[config.mk]
export PLATFORM = sky130hd
export DESIGN_NAME = attr_int_accum
export DESIGN_NICKNAME = d
export VERILOG_FILES = /design/src/rtl/attr_int_accum_pkg.sv /design/src/rtl/attr_int_accum_char_to_int.sv /design/src/rtl/attr_int_accum.sv
export SDC_FILE = /design/constraint.sdc
export NUM_CORES = 1
export LEC_CHECK = 0
export ABC_AREA = 1
export CORE_MARGIN = 5
export CORE_UTILIZATION = 35
export DETAILED_ROUTE_END_ITERATION = 10
export SLEW_MARGIN = 20
export SYNTH_ARGS = -nofsm -noshare
export SYNTH_HDL_FRONTEND = slang
export SYNTH_HIERARCHICAL = 1
export SYNTH_SLANG_ARGS = --single-unit
[constraint.sdc]
create_clock -name clk -period 3.1 [get_ports clk]
set_input_delay 0.465 -clock clk [delete_from_list [all_inputs] [get_ports clk]]
set_output_delay 0.465 -clock clk [all_outputs]
set_load 0.02 [all_outputs]
[src/rtl/attr_int_accum_pkg.sv]
// Shared defines for the attribute integer accumulator.
// Character/value widths and ASCII digit bounds.
package attr_int_accum_pkg;

  localparam int CHAR_BITES          = 8;
  localparam int ATTRIBUTE_VAL_BITES = 16;

  localparam logic [CHAR_BITES-1:0] ASCII_0 = 8'd48;
  localparam logic [CHAR_BITES-1:0] ASCII_9 = 8'd57;

endpackage

[src/rtl/attr_int_accum_char_to_int.sv]
// ASCII character to integer offset ('0' maps to 0).
// Ports: char_i (ASCII in), int_o (char_i - '0', unchecked).
module attr_int_accum_char_to_int
  import attr_int_accum_pkg::*;
(
  input  logic [CHAR_BITES-1:0] char_i,
  output logic [CHAR_BITES-1:0] int_o
);

  assign int_o = char_i - ASCII_0;

endmodule

[src/rtl/attr_int_accum.sv]
// Decimal attribute parser: accumulates ASCII digits into a
// saturating 16-bit value. Ports: start/char handshake in,
// val/overflow/digit_cnt result with valid/ready out, busy.
module attr_int_accum
  import attr_int_accum_pkg::*;
#(
  parameter int MAX_DIGITS = 5
) (
  input  logic                           clk,
  input  logic                           reset_n,
  input  logic                           start,
  input  logic [CHAR_BITES-1:0]          char_in,
  input  logic                           char_valid,
  output logic                           char_ready,
  output logic [ATTRIBUTE_VAL_BITES-1:0] val_out,
  output logic                           val_valid,
  input  logic                           val_ready,
  output logic                           overflow,
  output logic [2:0]                     digit_cnt,
  output logic                           busy
);

  localparam logic [1:0] IDLE  = 2'd0;
  localparam logic [1:0] ACCUM = 2'd1;
  localparam logic [1:0] DONE  = 2'd2;

  localparam logic [2:0] MAX_CNT = 3'(MAX_DIGITS);

  logic [1:0]  state_q, state_d;
  logic [15:0] acc_q, acc_d;
  logic        ovf_q, ovf_d;
  logic [2:0]  cnt_q, cnt_d;

  logic [CHAR_BITES-1:0] dig;
  logic                  is_digit;
  logic                  xfer;
  logic [19:0]           acc_w;
  logic [19:0]           sum;
  logic [2:0]            cnt_inc;

  attr_int_accum_char_to_int u_char_to_int (
    .char_i (char_in),
    .int_o  (dig)
  );

  assign is_digit = (char_in >= ASCII_0) && (char_in <= ASCII_9);
  assign xfer     = char_valid && (state_q == ACCUM);

  // x10 as x8 + x2; 20 bits hold 65535*10+9 without wrap
  assign acc_w   = {4'b0, acc_q};
  assign sum     = (acc_w << 3) + (acc_w << 1) + {12'b0, dig};
  assign cnt_inc = cnt_q + 3'd1;

  always_comb begin
    state_d = state_q;
    acc_d   = acc_q;
    ovf_d   = ovf_q;
    cnt_d   = cnt_q;
    case (state_q)
      IDLE: begin
        if (start) begin
          acc_d   = '0;
          ovf_d   = 1'b0;
          cnt_d   = '0;
          state_d = ACCUM;
        end
      end
      ACCUM: begin
        if (xfer) begin
          if (is_digit) begin
            cnt_d = cnt_inc;
            // saturated value is frozen once overflow is set
            if (!ovf_q) begin
              if (sum > 20'h0FFFF) begin
                acc_d = 16'hFFFF;
                ovf_d = 1'b1;
              end else begin
                acc_d = sum[15:0];
              end
            end
            if (cnt_inc == MAX_CNT) state_d = DONE;
          end else begin
            state_d = DONE;
          end
        end
      end
      DONE: begin
        if (val_ready) state_d = IDLE;
      end
      default: state_d = IDLE;
    endcase
  end

  always_ff @(posedge clk or negedge reset_n) begin
    if (!reset_n) begin
      state_q <= IDLE;
      acc_q   <= '0;
      ovf_q   <= 1'b0;
      cnt_q   <= '0;
    end else begin
      state_q <= state_d;
      acc_q   <= acc_d;
      ovf_q   <= ovf_d;
      cnt_q   <= cnt_d;
    end
  end

  assign char_ready = (state_q == ACCUM);
  assign val_valid  = (state_q == DONE);
  assign busy       = (state_q != IDLE);
  assign val_out    = acc_q;
  assign overflow   = ovf_q;
  assign digit_cnt  = cnt_q;

endmodule

==> flow_metrics.tcl <==
set metrics [dict create \
    status "complete, no violations" \
    crit_path_frequent_cell "nand2_1" \
    initial_core_util_pct 35.8 \
    ios 36 \
    synth_nets 381 \
    synth_cell_types 30 \
    crit_start "char_in[3]" \
    synth_edf_count 0 \
    avgSynthCellArea_um2 7.29 \
    hold_viol_final 0 \
    fmax_mhz 342 \
    htree_num_levels 1 \
    coreArea_um2 6760 \
    r2r_start "val_out[2]" \
    syn2layout_area_growth_pct 28.9 \
    grt_max_degree 23 \
    ys_seq_elements 22 \
    wl_um 5810 \
    cap_violations 0 \
    arrival_ps 3070 \
    ys_seq_area_share_pct 22.8 \
    skew_ps 5.59 \
    drtIter0Drc 113 \
    seqPwrFrac_pct 18.0 \
    r2r-end "val_out[13]" \
    chipWidth_um 93.2 \
    rsz0062_at_grt "no" \
    ff2ff_setup_slack_ps 370 \
    cp-start-kind "input port" \
    syn_area_um2 2420 \
    comb_power_share_pct 74.9 \
    required_ps 3250 \
    synthTopCellsByArea "dfrtp_1, nand2_1, ha_1, inv_1, fa_1" \
    grt_overflow 0 \
    grt_pass1_wl_um 9980 \
    switching_power_uw 1450 \
    chipHeight_um 93.2 \
    via_per_inst 4.76 \
    cp_cell_sequence "clkdlybuf4s50_1 -> fa_1 -> fa_2 -> nand2_1 -> nand2_2 -> nand3b_4 -> nand2_4 -> nand2_1 -> nand2_1 -> nand2_1 -> nand2_2 -> nor2_4 -> nand2_4 -> o21ai_2 -> nand2_1" \
    critPathTopFamily "simple AND/OR/NAND/NOR gates" \
    synth_top_area_share_pct 22.8 \
    final-instance-count-excl-fill 462 \
    switching_share_pct 50.5 \
    grt_pass1_vias 2137 \
    drive_gt1_share_pct 21.2 \
    power_frac_clock_pct 7.1 \
    finalNetCount 432 \
    synth_common_cells "nand2_1, inv_1, ha_1" \
    crit_slowest_cell "fa_1" \
    synth.largest_area_cell "dfrtp_1" \
    place.gp.congestion 0.851 \
    async_flop_share_pct 100 \
    endpoint_kind "flop" \
    power_density_nw_per_um2 921 \
    drtPass1Iterations 4 \
    cp.buffers_inverters 1 \
    routed-via-count 2198 \
    leakage_uw 0.00173 \
    drv_slew 0 \
    tritoncts "built" \
    clkSinkCount 22 \
    hpwl_um 4740 \
    drc 0 \
    cp_max_fo 8 \
    dieArea_um2 8680 \
    ant_nets 0 \
    n_antenna_cell 0 \
    cts.clk_slew.worst_paths_ps 80 \
    ys.flop_type "dfrtp_1" \
    post-route-util_pct 46.1 \
    hold_class "input port to async pin" \
    tns_ps 0 \
    cts_buffer_depth 2 \
    grtUsageTotal_pct 14.2 \
    slew_headroom_pct 64.3 \
    cts_buffers 3 \
    synth.most_common_cell "nand2_1" \
    dp_cells 454 \
    p_int_uw 1420 \
    antenna_found_initial 0 \
    worst_pin_slew_ps 535 \
    min_period_ps 2920 \
    rows 30 \
    worstSetupPathType "input port to flop" \
    routedWlPerCell_um 12.6 \
    cts_root_buffer "clkbuf_8" \
    rr_worst_depth 14 \
    yosysWarningCount 6 \
    syn-instance-count 332 \
    ir_worst_vdd_uv 396 \
    portBuffers 35 \
    cts_hold_buf 0 \
    slowest_delay_ps 540 \
    timing.final.crit_share_pct 94.2 \
    clock_latency_ps 260 \
    setup_viol 0 \
]
## through the flow
| step | setup WS (ps) | hold slack [ps] | power [uW] | instance area [um^2] |
|---|---|---|---|---|
| floorplan | 342 | 169 | 1850 | 2420 |
| global placement | -309 | 507 | 2440 | 2920 |
| detailed placement | -344 | 539 | 2460 | 2920 |
| CTS | 1.40 | 558 | 2710 | 2990 |
| global route | 7.58 | 186 | 3160 | 3120 |
| finish | 179 | 144 | 2870 | 3120 |
## power by group through the flow
stage          clock network, uW  registers [uW]  logic (uW)
2_1_floorplan                  0             577        1280
5_1_grt                      221             538        2400
4_1_cts                      210             523        1980
6_report                     204             517        2150
3_3_place_gp                   0             528        1920
3_5_place_dp                   0             525        1930
## sequential cells by signal (all words and copies together), names as in the netlist
signal / flops
digit_cnt: 3
state_q: 2
val_out: 16
overflow: 1
## cell usage in the layout, fill, tap and decap left out
cell type / count
ha_4: 4
buf_4: 17
nor2_2: 1
o2111ai_4: 1
nand3_1: 8
o21ai_0: 9
and3b_1: 1
xor2_1: 7
fa_1: 5
or2_4: 1
inv_1: 40
nand2_1: 109
nand2_2: 13
nand2_4: 2
clkdlybuf4s50_1: 30
and2_1: 1
inv_2: 9
nor2_1: 14
a21oi_2: 4
or2_1: 1
nor3_2: 1
nand2_8: 1
xnor2_1: 6
fa_2: 1
ha_2: 1
o21ai_1: 4
clkbuf_8: 4
buf_2: 1
nand3_2: 5
nand3b_4: 1
a21oi_1: 12
o211ai_1: 1
nor2_4: 4
dfrtp_1: 22
o21bai_1: 1
dlymetal6s2s_1: 4
ha_1: 25
nor3_1: 1
o21ai_2: 10
## cells by family (layout without fill, tap and decap cells)
kind of cell / after synthesis / in the layout / share of synthesized area [%]
xor+xnor: 13 / 13 / 4.71
fa+ha+maj: 36 / 36 / 20.5
flops: 22 / 22 / 22.8
simple gates: 163 / 164 / 30.7
compound gates: 42 / 42 / 11.3
buf+inv: 56 / 105 / 10.1
## layer usage
layer | routed length [um] | global-route usage, % | vias to the layer above
met2 | 2610 | 22.2 | 36
met1 | 2900 | 20.8 | 1011
met5 | 0 | 0 | -
met4 | 80 | 4.03 | 0
met3 | 210 | 1.21 | 7
li1 | - | - | 1144
## repair_timing
action / in CTS / in global routing
endpoints found under the setup margin: 10 / 17
pin swaps: 3 / 13
endpoints found under the hold margin: 0 / 0
resized for setup: 2 / 29
cloned: 0 / 1
buffers inserted: 0 / 3
## how the worst max path moves through the flow
stage	depth (start not counted)	to	slack [ps]
3_3_place_gp	17	val_out[1]	-310
2_1_floorplan	15	val_out[12]	340
6_report	15	val_out[13]	180
3_5_place_dp	17	val_out[1]	-340
4_1_cts	19	val_out[14]	1
5_1_grt	15	val_out[13]	8
## final cells by class
type / instances / area [um^2]
Sequential cell: 22 / 551
Tap cell: 80 / 100
Multi-Input combinational cell: 255 / 1750
Clock buffer: 4 / 55.1
Inverter: 49 / 184
Fill cell: 683 / 3640
Timing Repair Buffer: 52 / 483
Power figures use the tool's default switching activity.
